### src/rtl/mem_arbiter_pkg.sv
// Shared types for the data-memory arbiter: command layout, FSM encoding and
// port ownership, plus a small helper used by the round-robin picker.
package mem_arbiter_pkg;

   localparam int ARB_ADDR_W = 32;
   localparam int ARB_DATA_W = 32;

   // Memory command at the default bus widths.
   typedef struct packed {
      logic                      we;
      logic [ARB_ADDR_W-1:0]     addr;
      logic [ARB_DATA_W-1:0]     wdata;
      logic [ARB_DATA_W/8-1:0]   be;
   } mem_cmd_t;

   typedef enum logic [1:0] {
      IDLE   = 2'd0,
      ACCESS = 2'd1,
      DONE   = 2'd2
   } arb_state_t;

   typedef enum logic {
      OWN_CORE = 1'b0,
      OWN_AUX  = 1'b1
   } owner_t;

   // The port that did not win last time.
   function automatic owner_t other_port(input owner_t o);
      return (o == OWN_CORE) ? OWN_AUX : OWN_CORE;
   endfunction

endpackage

### src/rtl/mem_arbiter_if.sv
// Bundle of the core request port, aux request port and memory command port.
// slave is the arbiter's view; master is the view of the requesters and the
// memory model around it.
interface mem_arbiter_if #(
   parameter int ADDR_W = 32,
   parameter int DATA_W = 32
);
   logic                  core_req;
   logic                  core_we;
   logic [ADDR_W-1:0]     core_addr;
   logic [DATA_W-1:0]     core_wdata;
   logic [DATA_W/8-1:0]   core_be;
   logic                  core_stall;
   logic                  core_valid;
   logic [DATA_W-1:0]     core_rdata;

   logic                  aux_req;
   logic                  aux_we;
   logic [ADDR_W-1:0]     aux_addr;
   logic [DATA_W-1:0]     aux_wdata;
   logic [DATA_W/8-1:0]   aux_be;
   logic                  aux_valid;
   logic [DATA_W-1:0]     aux_rdata;

   logic                  mem_en;
   logic                  mem_we;
   logic [ADDR_W-1:0]     mem_addr;
   logic [DATA_W-1:0]     mem_wdata;
   logic [DATA_W/8-1:0]   mem_be;
   logic [DATA_W-1:0]     mem_rdata;

   modport slave (
      input  core_req, core_we, core_addr, core_wdata, core_be,
      input  aux_req, aux_we, aux_addr, aux_wdata, aux_be,
      input  mem_rdata,
      output core_stall, core_valid, core_rdata,
      output aux_valid, aux_rdata,
      output mem_en, mem_we, mem_addr, mem_wdata, mem_be
   );

   modport master (
      output core_req, core_we, core_addr, core_wdata, core_be,
      output aux_req, aux_we, aux_addr, aux_wdata, aux_be,
      output mem_rdata,
      input  core_stall, core_valid, core_rdata,
      input  aux_valid, aux_rdata,
      input  mem_en, mem_we, mem_addr, mem_wdata, mem_be
   );

endinterface

### src/rtl/mem_arbiter_rr_picker.sv
// mem_rr_picker: combinational two-way round-robin choice. A lone requester
// always wins; on a tie the port not served last wins. Kept separate so a
// wider picker can drop in when more ports are added.
module mem_rr_picker
   import mem_arbiter_pkg::*;
(
   input  logic [1:0] req,     // bit 0 = core, bit 1 = aux
   input  owner_t     last,
   output owner_t     owner
);

   // Pick the winner; with no request the result is unused by the arbiter.
   always_comb begin
      owner = OWN_CORE;
      if (req == 2'b10) begin
         owner = OWN_AUX;
      end else if (req == 2'b11) begin
         owner = other_port(last);
      end
   end

endmodule

### src/rtl/mem_arbiter.sv
// mem_arbiter: arbitrates the single-port, fixed-latency data memory between
// the core load/store path and the aux loader port. One access is in flight
// at a time; each grant ends with a single-cycle response on the owning port.
module mem_arbiter
   import mem_arbiter_pkg::*;
#(
   parameter int ADDR_W  = 32,
   parameter int DATA_W  = 32,
   parameter int LATENCY = 2
) (
   input  logic         Clock,
   input  logic         Reset,
   mem_arbiter_if.slave bus
);

   localparam int BE_W  = DATA_W / 8;
   localparam int CNT_W = $clog2(LATENCY + 1);

   localparam logic [1:0] S_IDLE   = IDLE;
   localparam logic [1:0] S_ACCESS = ACCESS;
   localparam logic [1:0] S_DONE   = DONE;

   typedef struct packed {
      logic              we;
      logic [ADDR_W-1:0] addr;
      logic [DATA_W-1:0] wdata;
      logic [BE_W-1:0]   be;
   } cmd_t;

   logic [1:0]        state_q;
   owner_t            owner_q;
   owner_t            last_q;
   owner_t            pick;
   logic [CNT_W-1:0]  cnt_q;
   cmd_t              cmd_q;
   cmd_t              sel_cmd;
   logic              mem_en_q;
   logic              core_valid_q;
   logic              aux_valid_q;
   logic [DATA_W-1:0] core_rdata_q;
   logic [DATA_W-1:0] aux_rdata_q;
   logic              any_req;
   logic              rsp_hit;

   assign any_req = bus.core_req | bus.aux_req;

   // Last wait cycle: mem_rdata is valid right now and the FSM leaves ACCESS.
   assign rsp_hit = (state_q == S_ACCESS) && !mem_en_q && (cnt_q == CNT_W'(1));

   mem_rr_picker u_picker (
      .req   ({bus.aux_req, bus.core_req}),
      .last  (last_q),
      .owner (pick)
   );

   // Route the winning port's command fields toward the command register.
   always_comb begin
      sel_cmd.we    = bus.core_we;
      sel_cmd.addr  = bus.core_addr;
      sel_cmd.wdata = bus.core_wdata;
      sel_cmd.be    = bus.core_be;
      if (pick == OWN_AUX) begin
         sel_cmd.we    = bus.aux_we;
         sel_cmd.addr  = bus.aux_addr;
         sel_cmd.wdata = bus.aux_wdata;
         sel_cmd.be    = bus.aux_be;
      end
   end

   // FSM, owner and last-served tracking, wait counter and memory command.
   // The strobe cycle loads the counter with LATENCY, so it reads 1 exactly
   // on the cycle the memory presents read data.
   always_ff @(posedge Clock) begin
      if (Reset) begin
         state_q  <= S_IDLE;
         owner_q  <= OWN_CORE;
         last_q   <= OWN_AUX;
         cnt_q    <= '0;
         cmd_q    <= '0;
         mem_en_q <= 1'b0;
      end else begin
         mem_en_q <= 1'b0;
         case (state_q)
            S_IDLE: begin
               if (any_req) begin
                  owner_q  <= pick;
                  cmd_q    <= sel_cmd;
                  mem_en_q <= 1'b1;
                  state_q  <= S_ACCESS;
               end
            end
            S_ACCESS: begin
               if (mem_en_q) begin
                  cnt_q <= CNT_W'(LATENCY);
               end else if (rsp_hit) begin
                  state_q <= S_DONE;
               end else begin
                  cnt_q <= cnt_q - CNT_W'(1);
               end
            end
            S_DONE: begin
               last_q  <= owner_q;
               state_q <= S_IDLE;
            end
            default: begin
               state_q <= S_IDLE;
            end
         endcase
      end
   end

   // Response registers: loaded on the last wait cycle so they show in DONE,
   // zero in every other cycle; stores answer with zero data.
   always_ff @(posedge Clock) begin
      if (Reset) begin
         core_valid_q <= 1'b0;
         aux_valid_q  <= 1'b0;
         core_rdata_q <= '0;
         aux_rdata_q  <= '0;
      end else begin
         core_valid_q <= rsp_hit && (owner_q == OWN_CORE);
         aux_valid_q  <= rsp_hit && (owner_q == OWN_AUX);
         core_rdata_q <= '0;
         aux_rdata_q  <= '0;
         if (rsp_hit && !cmd_q.we) begin
            if (owner_q == OWN_CORE) begin
               core_rdata_q <= bus.mem_rdata;
            end else begin
               aux_rdata_q  <= bus.mem_rdata;
            end
         end
      end
   end

   assign bus.mem_en     = mem_en_q;
   assign bus.mem_we     = cmd_q.we;
   assign bus.mem_addr   = cmd_q.addr;
   assign bus.mem_wdata  = cmd_q.wdata;
   assign bus.mem_be     = cmd_q.be;

   assign bus.core_valid = core_valid_q;
   assign bus.core_rdata = core_rdata_q;
   assign bus.aux_valid  = aux_valid_q;
   assign bus.aux_rdata  = aux_rdata_q;

   // The core pipeline advances on the edge that ends its response cycle.
   assign bus.core_stall = bus.core_req & ~core_valid_q;

endmodule

### src/flat_wrapper.sv
// flat-port wrapper written by rule: the top's interface ports become plain ports
module mem_arbiter_flat import mem_arbiter_pkg::*;
#(
   parameter int ADDR_W  = 32,
   parameter int DATA_W  = 32,
   parameter int LATENCY = 2
)
  (Clock, Reset, bus_core_req, bus_core_we, bus_core_addr, bus_core_wdata, bus_core_be, bus_aux_req, bus_aux_we, bus_aux_addr, bus_aux_wdata, bus_aux_be, bus_mem_rdata, bus_core_stall, bus_core_valid, bus_core_rdata, bus_aux_valid, bus_aux_rdata, bus_mem_en, bus_mem_we, bus_mem_addr, bus_mem_wdata, bus_mem_be);
  mem_arbiter_if #(.ADDR_W(ADDR_W), .DATA_W(DATA_W)) bus_i ();
  input  logic Clock;
  input  logic Reset;
  input wire logic [$bits(bus_i.core_req)-1:0] bus_core_req;
  input wire logic [$bits(bus_i.core_we)-1:0] bus_core_we;
  input wire logic [$bits(bus_i.core_addr)-1:0] bus_core_addr;
  input wire logic [$bits(bus_i.core_wdata)-1:0] bus_core_wdata;
  input wire logic [$bits(bus_i.core_be)-1:0] bus_core_be;
  input wire logic [$bits(bus_i.aux_req)-1:0] bus_aux_req;
  input wire logic [$bits(bus_i.aux_we)-1:0] bus_aux_we;
  input wire logic [$bits(bus_i.aux_addr)-1:0] bus_aux_addr;
  input wire logic [$bits(bus_i.aux_wdata)-1:0] bus_aux_wdata;
  input wire logic [$bits(bus_i.aux_be)-1:0] bus_aux_be;
  input wire logic [$bits(bus_i.mem_rdata)-1:0] bus_mem_rdata;
  output wire logic [$bits(bus_i.core_stall)-1:0] bus_core_stall;
  output wire logic [$bits(bus_i.core_valid)-1:0] bus_core_valid;
  output wire logic [$bits(bus_i.core_rdata)-1:0] bus_core_rdata;
  output wire logic [$bits(bus_i.aux_valid)-1:0] bus_aux_valid;
  output wire logic [$bits(bus_i.aux_rdata)-1:0] bus_aux_rdata;
  output wire logic [$bits(bus_i.mem_en)-1:0] bus_mem_en;
  output wire logic [$bits(bus_i.mem_we)-1:0] bus_mem_we;
  output wire logic [$bits(bus_i.mem_addr)-1:0] bus_mem_addr;
  output wire logic [$bits(bus_i.mem_wdata)-1:0] bus_mem_wdata;
  output wire logic [$bits(bus_i.mem_be)-1:0] bus_mem_be;
  assign bus_i.core_req = bus_core_req;
  assign bus_i.core_we = bus_core_we;
  assign bus_i.core_addr = bus_core_addr;
  assign bus_i.core_wdata = bus_core_wdata;
  assign bus_i.core_be = bus_core_be;
  assign bus_i.aux_req = bus_aux_req;
  assign bus_i.aux_we = bus_aux_we;
  assign bus_i.aux_addr = bus_aux_addr;
  assign bus_i.aux_wdata = bus_aux_wdata;
  assign bus_i.aux_be = bus_aux_be;
  assign bus_i.mem_rdata = bus_mem_rdata;
  assign bus_core_stall = bus_i.core_stall;
  assign bus_core_valid = bus_i.core_valid;
  assign bus_core_rdata = bus_i.core_rdata;
  assign bus_aux_valid = bus_i.aux_valid;
  assign bus_aux_rdata = bus_i.aux_rdata;
  assign bus_mem_en = bus_i.mem_en;
  assign bus_mem_we = bus_i.mem_we;
  assign bus_mem_addr = bus_i.mem_addr;
  assign bus_mem_wdata = bus_i.mem_wdata;
  assign bus_mem_be = bus_i.mem_be;
  mem_arbiter #(.ADDR_W(ADDR_W), .DATA_W(DATA_W), .LATENCY(LATENCY)) u_core (.Clock(Clock), .Reset(Reset), .bus(bus_i));
endmodule
### config.mk
export PLATFORM = sky130hd
export DESIGN_NAME = mem_arbiter_flat
export DESIGN_NICKNAME = d
export VERILOG_FILES = /design/src/rtl/mem_arbiter_pkg.sv /design/src/rtl/mem_arbiter_if.sv /design/src/rtl/mem_arbiter_rr_picker.sv /design/src/rtl/mem_arbiter.sv /design/src/flat_wrapper.sv
export SDC_FILE = /design/constraint.sdc
export NUM_CORES = 1
export LEC_CHECK = 0
export ABC_AREA = 1
export BUFFER_PORTS_ARGS = -buffer_cell sky130_fd_sc_hd__buf_4
export CORE_AREA = 2 2 122 124
export CTS_BUF_LIST = sky130_fd_sc_hd__clkbuf_2
export DETAILED_ROUTE_END_ITERATION = 12
export DIE_AREA = 0 0 124 126
export GPL_ROUTABILITY_DRIVEN = 0
export PLACE_DENSITY = 0.73
export SLEW_MARGIN = 20
export SYNTH_ARGS = -nofsm -noshare
export SYNTH_HDL_FRONTEND = slang
export SYNTH_HIERARCHICAL = 1
export SYNTH_SLANG_ARGS = --single-unit
### constraint.sdc
create_clock -name Clock -period 1.4 [get_ports Clock]
set_clock_uncertainty 0.05 [all_clocks]
set_input_delay 0.07 -clock Clock [delete_from_list [all_inputs] [get_ports Clock]]
set_output_delay 0.07 -clock Clock [all_outputs]
set_load 0.1 [all_outputs]
==> impl_metrics.yaml, run 1 <==
run_status:
  outcome: "aborted with a tool error"
  fail_step: "5_1_grt"
  error_line: "[ERROR GRT-0232] Routing congestion too high. Check the congestion heatmap in the GUI."
logic_synthesis:
  dominant_combinational_cell_family_by_area_after_synthesis: "simple AND/OR/NAND/NOR gates"
  mappedNetlistNets: 1056
  count_of_flip_flops_with_a_built_in_enable_after_synthesis: 0
  async_reset_ff_frac: 0
  synthSimpleGateAreaFrac: 0.380
  ys_ff_latch: 142
  ys_types: 17
  yosysWarningCount: 6
  synth.area.top_cells: "dfxtp_1 50%, nand2_1 23%, nor2_1 14%"
  post_synth_instance_area_sq_mm: 0.00573
  synth_fa_ha_area_frac: 0.00219
  synthesis.instances: 881
  postSynthAreaPerCell_sq_um: 6.50
  multiplexer_fraction_of_the_synthesized_cell_area: 0
  synth_largest_area_cell: "dfxtp_1"
  synth-seq-area-share: 0.497
  ys.flop_type: "dfxtp_1"
  top_area_cell_type_share_of_the_netlist_area: 0.497
  post_synth_xor_area_fraction: 0
  synth_compound_area_frac: 0.00503
global_route:
  largest_net_degree_at_the_start_of_global_routing: 73
  grt.total_usage: 0.727
  initial_antenna_violation_count: 6
  gr-total-overflow: 17
cts:
  clock_tree.root_cell: "clkbuf_2"
  cts.sinks: 142
  cts_buffer_depth: 2
  htreeDepth: 4
  tritoncts.num_buffers: 17
floorplanning:
  design.portCount: 311
  floorplan.rows: 44
  fp.dieW_um: 124
  die_height_um: 126
  start_util: 0.400
sta:
  worst-ep-kind: "output port"
  worstEndpointGrtRepair: "bus_core_stall"
placed_design:
  placed_cell_area_sq_mm: 0.00825
  hpwl_after_detailed_placement_um: 11700
  count_of_buffers_inserted_at_the_top_level_ports: 310
  placed_cells: 1342
-- repair_timing --
item	CTS
hold buffers	206
pin swaps	1
setup endpoints to repair	137
gates resized for setup	546
buffers inserted	4
hold endpoints to repair	142
-- Yosys cell counts, types with 2 or more instances --
cell,instances
inv_2,3
a21oi_1,3
nor2_1,213
buf_2,21
nand3_1,6
buf_4,9
dfxtp_1,142
nor3_1,2
clkbuf_1,12
buf_6,2
inv_1,110
nand2_1,353
-- layer usage --
| layer | GRT overflow | global-route usage |
|---|---|---|
| met5 | 0 | 0.164 |
| met4 | 3 | 0.757 |
| met3 | 1 | 0.596 |
| met2 | 12 | 0.901 |
| met1 | 1 | 0.693 |
-- per-stage QoR --
stage               utilization  worst slack, ps
floorplan                     -            -17.5
global placement          0.576              138
detailed placement        0.576             51.9
CTS                       0.869             -190
-- cell families after synthesis --
logic type / count (synthesis)
flops: 142
buf+inv: 157
simple gates: 576
compound gates: 5
fa+ha+maj: 1
==> run 2: changes to the inputs <==
--- a/config.mk
+++ b/config.mk
@@ -7,12 +7,11 @@
 export LEC_CHECK = 0
 export ABC_AREA = 1
 export BUFFER_PORTS_ARGS = -buffer_cell sky130_fd_sc_hd__buf_4
-export CORE_AREA = 2 2 122 124
-export CTS_BUF_LIST = sky130_fd_sc_hd__clkbuf_2
+export CORE_MARGIN = 1.5
+export CORE_UTILIZATION = 40
 export DETAILED_ROUTE_END_ITERATION = 12
-export DIE_AREA = 0 0 124 126
 export GPL_ROUTABILITY_DRIVEN = 0
-export PLACE_DENSITY = 0.73
+export PLACE_DENSITY_LB_ADDON = 0.15
 export SLEW_MARGIN = 20
 export SYNTH_ARGS = -nofsm -noshare
 export SYNTH_HDL_FRONTEND = slang
==> run 2 against run 1 <==
Effect of this change: synthesized cell count unchanged; the flow now finishes without violations; synthesized area unchanged.
==> impl_metrics.yaml, run 2 <==
min_path:
  hp-class: "input pin to register"
floorplanning:
  design.core.area_sq_mm: 0.0139
  floorplan.rows: 43
  start_util: 0.411
  design.portCount: 311
  die-area_sq_mm: 0.0150
  fp.dieW_um: 123
  die_height_um: 123
global_route:
  grt_pass1_wl_um: 30100
  initial_antenna_violation_count: 1
  grt.total_usage: 0.257
  gr-total-overflow: 0
  grt_pass1_vias: 6458
  largest_net_degree_at_the_start_of_global_routing: 53
logic_synthesis:
  postSynthAreaPerCell_sq_um: 6.50
  async_reset_ff_frac: 0
  synth_largest_area_cell: "dfxtp_1"
  yosys.cell_count.top_type: "nand2_1"
  count_of_flip_flops_with_a_built_in_enable_after_synthesis: 0
  top_area_cell_type_share_of_the_netlist_area: 0.497
  synthSimpleGateAreaFrac: 0.380
  multiplexer_fraction_of_the_synthesized_cell_area: 0
  ys_types: 17
  synth_compound_area_frac: 0.00503
  post_synth_xor_area_fraction: 0
  dominant_combinational_cell_family_by_area_after_synthesis: "simple AND/OR/NAND/NOR gates"
  post_synth_instance_area_sq_mm: 0.00573
  synth.area.top_cells: "dfxtp_1 50%, nand2_1 23%, nor2_1 14%"
  yosys-top-cells-count: "353 x nand2_1, 213 x nor2_1, 142 x dfxtp_1"
  ys.flop_type: "dfxtp_1"
  mappedNetlistNets: 1056
  ys_ff_latch: 142
  synthesis.instances: 881
  synth-seq-area-share: 0.497
  yosysWarningCount: 6
  synth_fa_ha_area_frac: 0.00219
setup_path:
  critical_path_class: "register to register"
  critical_path_required_ps: 1660
  ordered_cell_list_for_the_critical_path: "a21oi_4 > inv_2 > buf_12 > nand2_1 > nand2_1 > nor2_1 > nor2_1"
  cell_family_with_the_largest_share_of_critical_path_delay: "flip-flops"
  worstPathMaxFanout: 46
  critPathSlowestCell: "dfxtp_1"
  slowest_delay_ps: 340
  critPathCaptureType: "register"
  worst-endpoint-arrival_ps: 1580
  startpoint_type: "register"
  crit_buf_inv: 2
sta:
  slew_violations: 0
  tightest_slew_ps: 300
  setup_tns_ps: 0
  timing.final.setup_violations: 0
  finalWorstPathRequiredPeriod_ps: 1320
  min_period_over_period: 0.941
  timing.max_slew.rel_slack: 0.802
  timing_hold_violations_final: 0
  maxClockFrequency_mhz: 759
pwr:
  comb_power_share: 0.332
  p_leak_nw: 5.73
  cellInternalPower_mw: 8.02
  total_power_mw: 12.8
  power_density_of_the_placed_cells_mw_per_mm2: 1210
  power.net_switching_mw: 4.81
  worst_ir_drop_vdd_mv: 0.845
  power.share.clock: 0.321
  pwr-share-seq: 0.347
  power.share.switching: 0.375
cts:
  tritoncts.num_buffers: 17
  post_cts_clock_slew_at_the_launch_and_capture_registers_of_the_worst_setup_and_hold_paths_ps: 60
  cts_buffer_depth: 2
  cts.sinks: 142
  htreeDepth: 4
  clock_tree.root_cell: "clkbuf_16"
  cts_tree: "built"
  clkLatencyLatePin_ps: 420
placed_design:
  placed_cell_area_sq_mm: 0.00826
  count_of_buffers_inserted_at_the_top_level_ports: 310
  hpwl_after_detailed_placement_um: 11300
  placed_cells: 1340
finish:
  design.final.nets: 1529
  final_cell_area_excluding_filler_cells_sq_mm: 0.0106
  finalCoreUtilization: 0.759
  finish.cell_count_without_fillers: 1547
  post_route_cells_drive_above_1_share: 0.271
  layout_common_cells: "352 x nand2_1, 316 x buf_4, 211 x nor2_1, 171 x dlygate4sd3_1, 140 x dfxtp_1"
  area_delta_synth_final_pct: 84.8
  layout_commonest_cell: "nand2_1"
detailed_routing:
  drcViolationCount: 0
  vias: 6761
  drt-total-wl_um: 19500
  dr.first_iter.drc_count: 389
  via_per_inst: 4.37
  final_antenna_net_count: 0
  first_pass_iters: 4
  routed_length_per_instance_um: 12.6
run_status:
  outcome: "completed"
flow_run:
  max_cap_viol_count: 0
==> run 2: power by group through the flow <==
stage / registers (mW) / logic, mW / clock network, mW
CTS: 4.45 / 4.18 / 4.20
global placement: 4.53 / 3.77 / 0
global route: 4.49 / 4.54 / 4.36
floorplan: 6.34 / 0.971 / 0
detailed placement: 4.54 / 3.78 / 0
finish: 4.46 / 4.26 / 4.11
==> run 2: routing by layer <==
layer  GRT usage  share of wire  up-vias
li1            -              -     3471
met1       0.277           0.39     2962
met2       0.441           0.49      267
met3      0.0799          0.074       61
met4       0.158          0.045        0
met5           0              0        -
==> run 2: cell type report <==
class | instances | area, sq um
flip-flops and latches | 142 | 2850
fillers | 967 | 3360
diodes | 1 | 2.50
clock inverters | 11 | 86.3
multi-input cells | 583 | 2270
inverters | 113 | 424
repair buffers | 497 | 4270
clock buffers | 20 | 457
well taps | 180 | 225
==> run 2: what timing repair did <==
item                                    in CTS  in global routing
endpoints found under the hold margin      139                  0
hold buffers                               171                  0
endpoints found under the setup margin       0                 76
buffers inserted                             0                  3
gates resized for setup                      0                  8
==> run 2: worst reg2reg max path: stages (launching register included) <==
cell and delay (ps):
dfxtp_1 340, a21oi_4 200, inv_2 80, buf_12 180
nand2_1 140, nand2_1 80, nor2_1 100, nor2_1 50
==> run 2: logic make-up after synthesis <==
kind of cell | Yosys count
fa+ha+maj | 1
flops | 142
compound gates | 5
simple gates | 576
buf+inv | 157
==> run 2: path summary, 6_finish.rpt <==
check	startpoint	end	slack (ps)	depth (start not counted)
worst max-delay path	u_core/last_q	u_core/bus.mem_we	80	7
worst min-delay path	bus_aux_req	u_core/owner_q	100	5
worst max register to register	u_core/last_q	u_core/bus.mem_we	80	7
worst min register to register	u_core/cnt_q[1]	u_core/cnt_q[1]	450	2
==> run 2: per-stage QoR <==
| stage | worst slack (ps) | hold slack, ps |
|---|---|---|
| after floorplan | -17.5 | 155 |
| after global placement | 132 | 248 |
| after detailed placement | 56.7 | 253 |
| after CTS | 38.7 | 31.9 |
| after global routing | -7.46 | 117 |
| final | 82.0 | 99.3 |
Note: power is estimated with default switching activity, not from simulation.
==> run 3: changes to the inputs <==
--- a/config.mk
+++ b/config.mk
@@ -15,5 +15,4 @@
 export SLEW_MARGIN = 20
 export SYNTH_ARGS = -nofsm -noshare
 export SYNTH_HDL_FRONTEND = slang
-export SYNTH_HIERARCHICAL = 1
 export SYNTH_SLANG_ARGS = --single-unit
==> constraint.sdc (replaced) <==
create_clock -name Clock -period 1.5 [get_ports Clock]
set_clock_uncertainty 0.05 [all_clocks]
set_input_delay 0.075 -clock Clock [delete_from_list [all_inputs] [get_ports Clock]]
set_output_delay 0.075 -clock Clock [all_outputs]
set_load 0.1 [all_outputs]
==> run 3 against run 2 <==
Effect of this change: global-route usage shrank 0.17 points; register-to-register slack improved by 70 ps; power is 1.8% lower; combinational power fell by 4%; cell area grew 2.5%; sequential share of layout area is 0.67 points lower.
==> impl_metrics.yaml, run 3 <==
logic_synthesis:
  yosys-top-cells-count: "217 x nor2_1, 216 x nand2_1, 142 x dfxtp_1"
  ys_types: 20
  synthesis.instances: 896
  yosys.cell_count.top_type: "nor2_1"
  async_reset_ff_frac: 0
  ys.flop_type: "dfxtp_1"
  synth_largest_area_cell: "dfxtp_1"
  ys_ff_latch: 142
  yosysWarningCount: 0
  count_of_flip_flops_with_a_built_in_enable_after_synthesis: 0
  synth.area.top_cells: "dfxtp_1 46%, nor2_1 13%, nand2_1 13%"
  mappedNetlistNets: 1071
  postSynthAreaPerCell_sq_um: 6.83
  top_area_cell_type_share_of_the_netlist_area: 0.465
  post_synth_instance_area_sq_mm: 0.00612
  synth-seq-area-share: 0.465
global_route:
  grt_pass1_wl_um: 32700
  largest_net_degree_at_the_start_of_global_routing: 71
  grt.total_usage: 0.256
  grt_pass1_vias: 6906
  initial_antenna_violation_count: 0
  gr-total-overflow: 0
floorplanning:
  die-area_sq_mm: 0.0160
  start_util: 0.405
  fp.dieW_um: 127
  design.portCount: 311
  floorplan.rows: 45
  die_height_um: 127
  design.core.area_sq_mm: 0.0151
cts:
  clkLatencyLatePin_ps: 410
  clock_tree.root_cell: "clkbuf_16"
  post_cts_clock_slew_at_the_launch_and_capture_registers_of_the_worst_setup_and_hold_paths_ps: 60
  cts_buffer_depth: 2
  cts.sinks: 142
  htreeDepth: 4
  tritoncts.num_buffers: 17
  post_cts_setup_driven_buffer_insertion_count: 0
  cts_tree: "built"
detailed_routing:
  drcViolationCount: 0
  routed_length_per_instance_um: 13.4
  met1_length_um: 8070
  detailed_route_wirelength_on_metal3_um: 1520
  final_antenna_net_count: 0
  first_pass_iters: 5
  dr.first_iter.drc_count: 239
  vias: 7003
  via_per_inst: 4.56
  drt-total-wl_um: 20600
  top_layer: "met4"
  met2WireLength_um: 10200
placed_design:
  count_of_buffers_inserted_at_the_top_level_ports: 310
  hpwl_after_detailed_placement_um: 12400
  placed_cell_area_sq_mm: 0.00865
  placed_cells: 1348
setup_path:
  ordered_cell_list_for_the_critical_path: "inv_1 > nand2_1 > nor2_4 > buf_12 > nand2_1 > nor2_1 > nor2_1"
  crit_buf_inv: 2
  worstPathMaxFanout: 42
  critPathSlowestCell: "dfxtp_1"
  startpoint_type: "register"
  worst-endpoint-arrival_ps: 1600
  slowest_delay_ps: 330
  critPathCaptureType: "register"
  cell_family_with_the_largest_share_of_critical_path_delay: "simple AND/OR/NAND/NOR gates"
  critical_path_class: "register to register"
  critical_path_required_ps: 1750
pwr:
  pwr-share-seq: 0.330
  total_power_mw: 12.6
  worst_ir_drop_vdd_mv: 0.834
  power_density_of_the_placed_cells_mw_per_mm2: 1160
  cellInternalPower_mw: 7.98
  p_leak_nw: 5.57
  power.share.switching: 0.367
  power.net_switching_mw: 4.62
  comb_power_share: 0.326
  power.share.clock: 0.344
finish:
  layout_common_cells: "312 x buf_4, 215 x nor2_1, 215 x nand2_1, 157 x dlygate4sd3_1, 140 x dfxtp_1"
  design.final.nets: 1511
  area_delta_synth_final_pct: 77.2
  fillCellCount: 1184
  post_route_cells_drive_above_1_share: 0.270
  layout_commonest_cell: "buf_4"
  final_cell_area_excluding_filler_cells_sq_mm: 0.0108
  antenna_cells_inserted: 0
  finish.cell_count_without_fillers: 1537
sta:
  grt_setup_unrepaired: "false"
  setup_tns_ps: 0
  maxClockFrequency_mhz: 742
  slew_violations: 0
  tightest_slew_ps: 663
  timing.max_slew.rel_slack: 0.558
  timing_hold_violations_final: 0
  timing.final.setup_violations: 0
  hold_ws_ps: 20.2
  finalWorstPathRequiredPeriod_ps: 1350
  min_period_over_period: 0.899
run_status:
  outcome: "completed"
flow_run:
  max_cap_viol_count: 0
min_path:
  hp-class: "input pin to register"
## run 3: cell types whose count changed in the layout (fill, tap and decap cells not counted), moves of 14 or more
cell,change
a21boi_0,+29
a21boi_1,+40
dlygate4sd3_1,-14
nand2_1,-137
nand3_1,+68
## run 3: logic make-up (layout without fill, tap and decap cells)
logic type | Yosys count | count (layout) | synth area share
and+or+nand+nor | 511 | 511 | 0.331
buffers and inverters | 168 | 621 | 0.113
DFF | 142 | 142 | 0.465
AOI/OAI and AO/OA | 74 | 74 | 0.0894
adders and majority gates | 1 | 1 | 0.00205
## run 3: routing by layer
metal,up-vias,track usage
met5,-,0
met4,0,0.124
met3,60,0.0692
met2,277,0.466
met1,3086,0.274
li1,3580,-
## run 3: path summary, 6_finish.rpt
check | start | endpoint | slack [ps] | depth (start not counted)
setup / recovery | u_core.state_q[0] | u_core.bus.mem_wdata[29] | 150 | 7
hold / removal | bus_core_wdata[9] | u_core.bus.mem_wdata[9] | 20 | 4
setup reg to reg | u_core.state_q[0] | u_core.bus.mem_wdata[29] | 150 | 7
hold reg to reg | u_core.cnt_q[1] | u_core.cnt_q[1] | 440 | 2
## run 3: power groups by stage
stage                     clock network [mW]  registers (mW)  logic [mW]
after floorplan                            0            5.93        1.02
after global placement                     0            4.23        3.73
after detailed placement                   0            4.24        3.74
after CTS                               4.42            4.16        4.08
after global routing                    4.56            4.19        4.38
final                                   4.34            4.16        4.10
## run 3: stage by stage
step	utilization	setup WS (ps)
CTS	0.718	150
global placement	0.574	160
detailed placement	0.574	166
finish	0.718	152
global route	0.718	8.28
floorplan	-	-219
## run 3: layout make-up
class                           count  area, sq um  area share
Inverter                          109          409      0.0377
Tap cell                          188          235      0.0217
Multi-Input combinational cell    586         2610       0.240
Clock inverter                     14          183      0.0169
Timing Repair Buffer              480         4130       0.381
Clock buffer                       18          429      0.0396
Sequential cell                   142         2850       0.262
## run 3: worst reg2reg max path, delay by kind of cell (launching register included)
kind                   cells  cell delay, ps
buffers and inverters      2             320
flip-flops                 1             330
AND/OR/NAND/NOR            5             550
## run 3: what timing repair did
item                                   in CTS  in global routing
setup endpoints to repair                   0                  5
resized for setup                           0                  1
hold buffers                              157                  0
endpoints found under the hold margin     138                  0
